**config.mk**
```make
export PLATFORM = sky130hd
export DESIGN_NAME = nock_mem_ctrl
export DESIGN_NICKNAME = d
export VERILOG_FILES = /design/src/rtl/nock_mem_ctrl.sv
export SDC_FILE = /design/constraint.sdc
export NUM_CORES = 1
export LEC_CHECK = 0
export CORE_MARGIN = 2
export CORE_UTILIZATION = 46
export CTS_BUF_LIST = sky130_fd_sc_hd__clkbuf_16
export DETAILED_ROUTE_END_ITERATION = 16
export HOLD_SLACK_MARGIN = 0.12
export PLACE_DENSITY_LB_ADDON = 0.2
export RECOVER_POWER = 50
export SYNTH_ARGS = -nofsm -noshare
export SYNTH_HDL_FRONTEND = slang
export SYNTH_SLANG_ARGS = --single-unit
```
**constraint.sdc**
```tcl
create_clock -name clock -period 4.7 [get_ports clock]
set_clock_uncertainty 0.05 [all_clocks]
set_input_delay 0.47 -clock clock [delete_from_list [all_inputs] [get_ports clock]]
set_output_delay 0.47 -clock clock [all_outputs]
set_load 0.05 [all_outputs]
```
**src/rtl/nock_mem_ctrl.sv**
```systemverilog
// nock_mem_ctrl: request/response front end for the single-port cell RAM.
// Serialises read / write / alloc requests into RAM cycles, absorbs the
// RAM's registered-address read latency, and owns the bump-allocator
// free pointer.
//
// Ports:
//   clock, reset     : clock, synchronous active-high reset
//   req_*            : request handshake (op 00 rd, 01 wr, 10 alloc, 11 rd)
//   resp_*           : one-cycle response pulse with data/addr/err
//   free_ptr         : next allocation address (saturates at MEM_DEPTH)
//   mem_full         : free_ptr == MEM_DEPTH
//   ram_*            : registered RAM drive, ram_q read data back
//
// Optional feature: define MEM_CTRL_BOUNDS_CHECK_EN to refuse read/write
// requests whose address is >= MEM_DEPTH (response carries resp_err).
module nock_mem_ctrl #(
  parameter int DATA_W    = 69,
  parameter int ADDR_W    = 10,
  parameter int MEM_DEPTH = 1024,
  parameter int HEAP_BASE = 0
) (
  input  logic              clock,
  input  logic              reset,
  input  logic              req_valid,
  output logic              req_ready,
  input  logic [1:0]        req_op,
  input  logic [ADDR_W-1:0] req_addr,
  input  logic [DATA_W-1:0] req_data,
  output logic              resp_valid,
  output logic [DATA_W-1:0] resp_data,
  output logic [ADDR_W-1:0] resp_addr,
  output logic              resp_err,
  output logic [ADDR_W:0]   free_ptr,
  output logic              mem_full,
  output logic [DATA_W-1:0] ram_data,
  output logic [ADDR_W-1:0] ram_address,
  output logic              ram_wren,
  input  logic [DATA_W-1:0] ram_q
);

  typedef enum logic [1:0] {IDLE, ISSUE, CAPTURE} state_e;

  localparam logic [ADDR_W:0] DEPTH_C = (ADDR_W+1)'(MEM_DEPTH);
  localparam logic [ADDR_W:0] BASE_C  = (ADDR_W+1)'(HEAP_BASE);

  state_e              state_q, state_d;
  logic [ADDR_W:0]     free_ptr_q, free_ptr_d;
  logic [ADDR_W-1:0]   ram_address_q, ram_address_d;
  logic [DATA_W-1:0]   ram_data_q, ram_data_d;
  logic                ram_wren_q, ram_wren_d;
  logic [ADDR_W-1:0]   addr_q, addr_d;     // address reported in the response
  logic                wr_q, wr_d;         // response echoes written data
  logic                err_q, err_d;       // request was refused
  logic                resp_valid_q, resp_valid_d;
  logic [DATA_W-1:0]   resp_data_q, resp_data_d;
  logic [ADDR_W-1:0]   resp_addr_q, resp_addr_d;
  logic                resp_err_q, resp_err_d;
  logic                full, oob;

  assign full = (free_ptr_q == DEPTH_C);

`ifdef MEM_CTRL_BOUNDS_CHECK_EN
  assign oob = ({1'b0, req_addr} >= DEPTH_C);
`else
  assign oob = 1'b0;
`endif

  always_comb begin
    state_d       = state_q;
    free_ptr_d    = free_ptr_q;
    ram_address_d = ram_address_q;
    ram_data_d    = ram_data_q;
    ram_wren_d    = 1'b0;            // single-cycle write strobe
    addr_d        = addr_q;
    wr_d          = wr_q;
    err_d         = err_q;
    resp_valid_d  = 1'b0;            // single-cycle response pulse
    resp_data_d   = resp_data_q;
    resp_addr_d   = resp_addr_q;
    resp_err_d    = resp_err_q;
    unique case (state_q)
      IDLE: if (req_valid) begin
        state_d = ISSUE;
        wr_d    = (req_op == 2'b01) || (req_op == 2'b10);
        if (req_op == 2'b10) begin
          addr_d = free_ptr_q[ADDR_W-1:0];
          err_d  = full;
          // A refused alloc leaves the RAM and free pointer untouched.
          if (!full) begin
            ram_address_d = free_ptr_q[ADDR_W-1:0];
            ram_data_d    = req_data;
            ram_wren_d    = 1'b1;
            free_ptr_d    = free_ptr_q + 1'b1;
          end
        end else begin
          addr_d = req_addr;
          err_d  = oob;
          if (!oob) begin
            ram_address_d = req_addr;
            ram_data_d    = req_data;
            ram_wren_d    = (req_op == 2'b01);
          end
        end
      end
      ISSUE: state_d = CAPTURE;      // RAM samples address/wren this edge
      CAPTURE: begin
        state_d      = IDLE;
        resp_valid_d = 1'b1;
        resp_addr_d  = addr_q;
        resp_err_d   = err_q;
        // ram_data_q still holds the written word, so it serves as the echo.
        resp_data_d  = err_q ? '0 : (wr_q ? ram_data_q : ram_q);
      end
      default: state_d = IDLE;
    endcase
  end

  always_ff @(posedge clock) begin
    if (reset) begin
      state_q       <= IDLE;
      free_ptr_q    <= BASE_C;
      ram_address_q <= '0;
      ram_data_q    <= '0;
      ram_wren_q    <= 1'b0;
      addr_q        <= '0;
      wr_q          <= 1'b0;
      err_q         <= 1'b0;
      resp_valid_q  <= 1'b0;
      resp_data_q   <= '0;
      resp_addr_q   <= '0;
      resp_err_q    <= 1'b0;
    end else begin
      state_q       <= state_d;
      free_ptr_q    <= free_ptr_d;
      ram_address_q <= ram_address_d;
      ram_data_q    <= ram_data_d;
      ram_wren_q    <= ram_wren_d;
      addr_q        <= addr_d;
      wr_q          <= wr_d;
      err_q         <= err_d;
      resp_valid_q  <= resp_valid_d;
      resp_data_q   <= resp_data_d;
      resp_addr_q   <= resp_addr_d;
      resp_err_q    <= resp_err_d;
    end
  end

  assign req_ready   = (state_q == IDLE);
  assign resp_valid  = resp_valid_q;
  assign resp_data   = resp_data_q;
  assign resp_addr   = resp_addr_q;
  assign resp_err    = resp_err_q;
  assign free_ptr    = free_ptr_q;
  assign mem_full    = full;
  assign ram_data    = ram_data_q;
  assign ram_address = ram_address_q;
  assign ram_wren    = ram_wren_q;

endmodule
```
==> results.md, run 1 <==
* Outcome: finished with violations
* Violations in the final reports: max-capacitance violations, max-slew violations
* Die ar. at 17,600 um2
* Die Span Y at 133 um
* Min Tclk post-route at 3140 ps
* Nets at 1,284
* Main synth FF type: dfxtp_1
* Slew HR at -0.936
* Beginning of the worst register-to-register path: free_ptr[7]
* Setup TNS at 0 ps
* Initial core utilization at 0.465
* Synth Instances at 856
* Setup bufs post-CTS at 0
* Reg2Reg Setup Slack at 2080 ps
* Final period utilization at 0.668
* FILL cells at 1,330
* Critical path required time at 4950 ps
* P_int at 2.70 mW
* Multi-input logic area at 3580 um2
* Yosys cell types at 39
* FF-to-FF End: ram_data[20]
* Cell count of the worst hold path at 2
* First-pass GRT wire length at 39.0 mm
* Reg area at 3730 um2
* DR WL met3 at 1.95 mm
* Power per cell area at 332 nW/um2
* # port buffers at 326
* Ys Warns at 0
* Initial drt markers at 559
* Post-CTS Resized at 0
* Post-route ant nets at 0
* Slew Limit Fails at 143
* CTS root buffer: clkbuf_16
* Avg Cell Area, Syn at 8.92 um2
* FP Rows at 47
* Htree depth at 4
* Core area at 16,400 um2
* Via count at 7,562
* Met1 wire length at 10.3 mm
* Clk network pwr share at 0.364
* Hold_sp: addr_q[5]
* Area Growth Syn to Fin at 50.7%
* CP arrival at 3390 ps
* Max Cap Violations at 1
* FF+latch count, synth at 186
* Clock transition at path regs at 70 ps
* Detail Placement HPWL at 16.3 mm
* Leakage at 4.52 nW
* First drt pass iteration count at 5
* Gpl congestion at 0.805
* Die width at 133 um
* CP endpoint kind: flop
* Overall Global Routing Usage at 0.274
* Initial antenna violation count at 1
* Ports at 327
* Fin cells at 1,360
* Ys async rst share at 0
* Largest net degree at the start of global routing at 143
* Via density at 5.56
* CTS tree: built
* CP startpoint kind: input pin
* DRT Wirelength at 24.8 mm
* VDD IR-drop max at 0.231 mV
* Crit-path max FO at 142
* Post-Syn Area at 7630 um2
* Clk sink count at 186
* Final instance area at 11,500 um2
* Seq pwr share at 0.448
* Sw power at 1.12 mW
* Achievable Freq at 0.318 GHz
* R2R cell count at 5
* CTS hold repair buffers at 0
* Logic pwr share at 0.187
* DP Area at 10,900 um2
* Placed insts at 1,328
* Post-synth EDFFs at 0
* DRC at 0
* Layout cell share with drive strength beyond 1 at 0.110
* Max clock buf depth at 2
* Num CTS Buffers at 17
* Vias in the first global route at 7,127
* Hold EP: resp_addr[5]
* Grt total ovfl at 0
* Top sig layer: met5
* Final core occ at 0.701
* Final-report hold violation count at 0
* Critical path type: input pin to flop
* Metal2 WL at 12.0 mm
* Sequential fraction of the synthesis area at 0.488
* Switching Fraction at 0.294
* Syn Nets at 1,013
* Diodes inserted at 0
* RSZ-0062 raised after global routing: false
* Clock Latency Late Sink at 420 ps
* Wire length per cell at 18.2 um
* Worst Max-Slew Pin Slew at 2900 ps
* Total chip power at 3.82 mW
* Setup violations, final at 0
* Min-delay worst type: flop to flop
-- synth_stat cells, types with 2 or more instances --
| cell | n | share of area |
|---|---|---|
| nor3b_1 | 2 | 0.0020 |
| nand4_1 | 4 | 0.0033 |
| xor2_1 | 3 | 0.0034 |
| nor2_1 | 88 | 0.043 |
| xnor2_1 | 2 | 0.0023 |
| nand2_1 | 42 | 0.021 |
| a22oi_1 | 69 | 0.068 |
| a21oi_1 | 102 | 0.067 |
| or4_1 | 3 | 0.0029 |
| nor2b_1 | 2 | 0.0016 |
| buf_1 | 6 | 0.0029 |
| o21ai_0 | 78 | 0.051 |
| inv_1 | 7 | 0.0034 |
| clkbuf_1 | 69 | 0.034 |
| ha_1 | 4 | 0.0066 |
| nor4_1 | 3 | 0.0025 |
| and4_1 | 2 | 0.0023 |
| dfxtp_1 | 186 | 0.49 |
| buf_2 | 8 | 0.0052 |
| nand3_1 | 72 | 0.047 |
| mux2_2 | 75 | 0.11 |
| a211oi_1 | 6 | 0.0059 |
| o31ai_1 | 2 | 0.0020 |
| mux2i_1 | 4 | 0.0052 |
| nand2b_1 | 2 | 0.0016 |
| or3_1 | 2 | 0.0016 |
-- layer usage --
| layer | track usage | vias up |
|---|---|---|
| met5 | 0 | - |
| met4 | 0.0962 | 2 |
| met3 | 0.0751 | 41 |
| met2 | 0.450 | 328 |
| met1 | 0.348 | 3591 |
| li1 | - | 3600 |
-- power groups by stage --
| stage | registers, mW | logic (mW) | clock network (mW) |
|---|---|---|---|
| CTS | 1.71 | 0.736 | 1.41 |
| detailed placement | 1.75 | 0.731 | 0 |
| finish | 1.71 | 0.716 | 1.39 |
| floorplan | 1.92 | 0.249 | 0 |
| global placement | 1.75 | 0.726 | 0 |
| global route | 1.72 | 0.760 | 1.47 |
-- kinds of logic after synthesis --
| family | share of synthesized area |
|---|---|
| AOI/OAI and AO/OA | 0.201 |
| xor gates and xnor gates | 0.00574 |
| adders and majority gates | 0.00656 |
| buffers and inverters | 0.0465 |
| DFF | 0.488 |
| muxes | 0.116 |
| and+or+nand+nor | 0.137 |
-- placed cells by master (no fill, tap or decap), types with 2 or more instances in the layout --
cell type | Yosys | final
nor2b_1 | 2 | 2
nor2_1 | 88 | 87
a22oi_1 | 69 | 69
clkinv_1 | 0 | 2
ha_1 | 4 | 4
inv_6 | 0 | 3
clkinvlp_4 | 0 | 3
inv_1 | 7 | 7
buf_4 | 1 | 10
clkdlybuf4s50_1 | 0 | 178
a211oi_1 | 6 | 6
nor4_1 | 3 | 3
nand3_1 | 72 | 72
xnor2_1 | 2 | 2
mux2_2 | 75 | 75
o21ai_0 | 78 | 78
mux2i_1 | 4 | 4
nand2_1 | 42 | 42
clkbuf_16 | 0 | 17
o31ai_1 | 2 | 2
inv_8 | 0 | 3
or3_1 | 2 | 2
dfxtp_1 | 186 | 185
xor2_1 | 3 | 3
or4_1 | 3 | 3
nand4_1 | 4 | 4
a21oi_1 | 102 | 102
dlygate4sd3_1 | 0 | 147
-- state kept, by name, summed over array words and instances (netlist names) --
register	cells
ram_address	10
resp_addr	10
resp_err	1
state_q	2
wr_q	1
ram_data	69
err_q	1
free_ptr	11
addr_q	10
resp_data	69
resp_valid	1
ram_wren	1
-- metrics by stage --
| stage | hold slack, ps | setup WS (ps) |
|---|---|---|
| global route | 424 | 1350 |
| global placement | 390 | 1700 |
| floorplan | 382 | 2330 |
| detailed placement | 398 | 1640 |
| finish | 399 | 1560 |
| CTS | 408 | 1770 |
-- layout make-up --
type	count	share of cell area
Sequential cell	186	0.324
Multi-Input combinational cell	579	0.311
Timing Repair Buffer	336	0.290
Clock buffer	17	0.0370
Tap cell	220	0.0239
Clock inverter	15	0.0122
Inverter	7	0.00228
-- critical path: stages --
cell and delay (ps):
clkbuf_2 2010, buf_4 700, nor2_1 110
-- how the worst max path moves through the flow --
stage | start | to | slack [ps] | cells after the start
after detailed placement | req_op[0] | ram_data[38] | 1640 | 8
after CTS | free_ptr[7] | mem_full | 1770 | 3
after floorplan | free_ptr[10] | mem_full | 2330 | 2
after global routing | reset | resp_data[36] | 1350 | 3
after global placement | req_op[0] | ram_data[10] | 1700 | 8
final | reset | resp_data[26] | 1560 | 3
(Power assumes the default switching activity.)
==> inputs of run 2 (changes only) <==
--- a/config.mk
+++ b/config.mk
@@ -6,7 +6,7 @@
 export NUM_CORES = 1
 export LEC_CHECK = 0
 export CORE_MARGIN = 2
-export CORE_UTILIZATION = 46
+export CORE_UTILIZATION = 39
 export CTS_BUF_LIST = sky130_fd_sc_hd__clkbuf_16
 export DETAILED_ROUTE_END_ITERATION = 16
 export HOLD_SLACK_MARGIN = 0.12
==> constraint.sdc (replaced) <==
create_clock -name clock -period 2.84 [get_ports clock]
set_clock_uncertainty 0.05 [all_clocks]
set_input_delay 0.284 -clock clock [delete_from_list [all_inputs] [get_ports clock]]
set_output_delay 0.284 -clock clock [all_outputs]
set_load 0.05 [all_outputs]
==> results.md, run 2 (synthesized netlist as in run 1, its figures left out) <==
* Reg area at 3730 um2 (unchanged)
* Slew Limit Fails at 35 (was 143)
* Clock transition at path regs at 70 ps (about the same)
* Setup bufs post-CTS at 0 (unchanged)
* Achievable Freq at 0.371 GHz
* First drt pass iteration count at 5 (unchanged)
* Post-route ant nets at 0 (unchanged)
* Initial antenna violation count at 0 (was 1)
* Detail Placement HPWL at 17.1 mm (was 16.3 mm)
* Largest net degree at the start of global routing at 83 (was 143)
* CP endpoint kind: output port (was flop)
* Pre-CTS WS at 442 ps (was 1640 ps)
* CP peak stage delay at 820 ps (was 2010 ps)
* Max clock buf depth at 2 (unchanged)
* Critical path required time at 2510 ps (was 4950 ps)
* Clk sink count at 186 (unchanged)
* Slew HR at -0.0654 (was -0.936)
* Leakage at 4.38 nW (was 4.52 nW)
* Placed insts at 1,381 (was 1,328)
* Via density at 5.23 (was 5.56)
* CTS root buffer: clkbuf_16 (unchanged)
* Final core occ at 0.603 (was 0.701)
* Initial drt markers at 368 (was 559)
* Commonest non-fill, non-tap cell in the layout: clkdlybuf4s50_1 (was dfxtp_1)
* Power per cell area at 545 nW/um2 (was 332 nW/um2)
* Die width at 144 um (was 133 um)
* Final period utilization at 0.950
* Wire length per cell at 18.0 um (was 18.2 um)
* Layout cell share with drive strength beyond 1 at 0.113 (was 0.110)
* Overall Global Routing Usage at 0.237 (was 0.274)
* Fin cells at 1,413 (was 1,360)
* Total chip power at 6.36 mW (was 3.82 mW)
* Worst Max-Slew Pin Slew at 1600 ps (was 2900 ps)
* CTS hold repair buffers at 0 (unchanged)
* Critical path type: flop to output port (was input pin to flop)
* Diodes inserted at 0 (unchanged)
* Vias in the first global route at 6,902 (was 7,127)
* Worst-path cell chain: or4b_1, nor2_1, clkdlybuf4s50_1 (was clkbuf_2, buf_4, nor2_1)
* Nets at 1,292 (was 1,284)
* Die ar. at 20,700 um2 (was 17,600 um2)
* Num CTS Buffers at 17 (unchanged)
* CP startpoint kind: flop (was input pin)
* DRT Wirelength at 25.4 mm (was 24.8 mm)
* FILL cells at 1,759 (was 1,330)
* Min-delay worst type: input pin to flop (was flop to flop)
* CTS tree: built (unchanged)
* Post-CTS Resized at 0 (unchanged)
* Crit-path max FO at 8 (was 142)
* Ports at 327 (unchanged)
* FP Rows at 51 (was 47)
* Setup violations, final at 0 (unchanged)
* Core area at 19,300 um2 (was 16,400 um2)
* Multi-input logic area at 3550 um2 (was 3580 um2)
* CP arrival at 2360 ps (was 3390 ps)
* Area Growth Syn to Fin at 52.7% (was 50.7%)
* Most frequent cells in the layout: clkdlybuf4s50_1 (247), dfxtp_1 (185), a21oi_1 (102), nor2_1 (87) (was dfxtp_1 (185), clkdlybuf4s50_1 (178), dlygate4sd3_1 (147), a21oi_1 (102), nor2_1 (87))
* DRC at 0 (unchanged)
* Initial core utilization at 0.395 (was 0.465)
* Clock Latency Late Sink at 430 ps (was 420 ps)
* RSZ-0062 raised after global routing: false (unchanged)
* Gpl congestion at 0.812 (was 0.805)
* Via count at 7,390 (was 7,562)
* # port buffers at 326 (unchanged)
* Crit-path slowest cell: clkdlybuf4s50_1 (was clkbuf_2)
* First-pass GRT wire length at 38.4 mm (was 39.0 mm)
* Grt total ovfl at 0 (unchanged)
* Setup TNS at 0 ps (unchanged)
* Max Cap Violations at 1 (unchanged)
* Final-report hold violation count at 0 (unchanged)
* Violations in the final reports: max-capacitance violations, max-slew violations (unchanged)
* Min Tclk post-route at 2700 ps
* Die Span Y at 144 um (was 133 um)
* VDD IR-drop max at 0.441 mV (was 0.231 mV)
* Outcome: finished with violations (unchanged)
* Htree depth at 4 (unchanged)
* Final WS setup at 142 ps (was 1560 ps)
-- run 2: critical path, delay by kind of cell, from the launching register on --
family / cells / cell delay (ps)
buffers and inverters: 1 / 820
AND/OR/NAND/NOR: 2 / 730
flip-flops: 1 / 380
-- run 2: report_power, final --
group | internal (mW) | switching, mW | total (mW)
combinational | 0.540 | 0.696 | 1.24
sequential | 2.72 | 0.0899 | 2.81
clock | 1.23 | 1.08 | 2.31
total | 4.49 | 1.87 | 6.36
-- run 2: final cells by class --
| cell class | count | area share |
|---|---|---|
| Timing Repair Buffer | 344 | 0.297 |
| Inverter | 7 | 0.00225 |
| Multi-Input combinational cell | 579 | 0.304 |
| Sequential cell | 186 | 0.320 |
| Clock inverter | 15 | 0.0121 |
| Tap cell | 265 | 0.0284 |
| Clock buffer | 17 | 0.0365 |
-- run 2: layer usage --
metal,part of all wire,wire (um),global-route usage,up-vias
met5,0,0,0,-
met4,0.014,362,0.0655,0
met3,0.086,2190,0.0786,22
met2,0.48,12100,0.385,247
met1,0.42,10800,0.300,3506
li1,-,-,-,3615
-- run 2: stage by stage --
step,hold WS [ps],area [um2]
final,196,11700
after global routing,191,11700
after CTS,179,11700
after detailed placement,394,11100
after global placement,391,11100
after floorplan,382,7630
-- run 2: final timing paths --
kind,from,end,slack [ps],cells past startpoint
setup reg to reg,state_q[0],resp_data[38],250,4
setup / recovery,free_ptr[7],mem_full,140,3
hold / removal,reset,resp_data[62],200,2
hold reg to reg,resp_addr[2],resp_addr[2],400,2
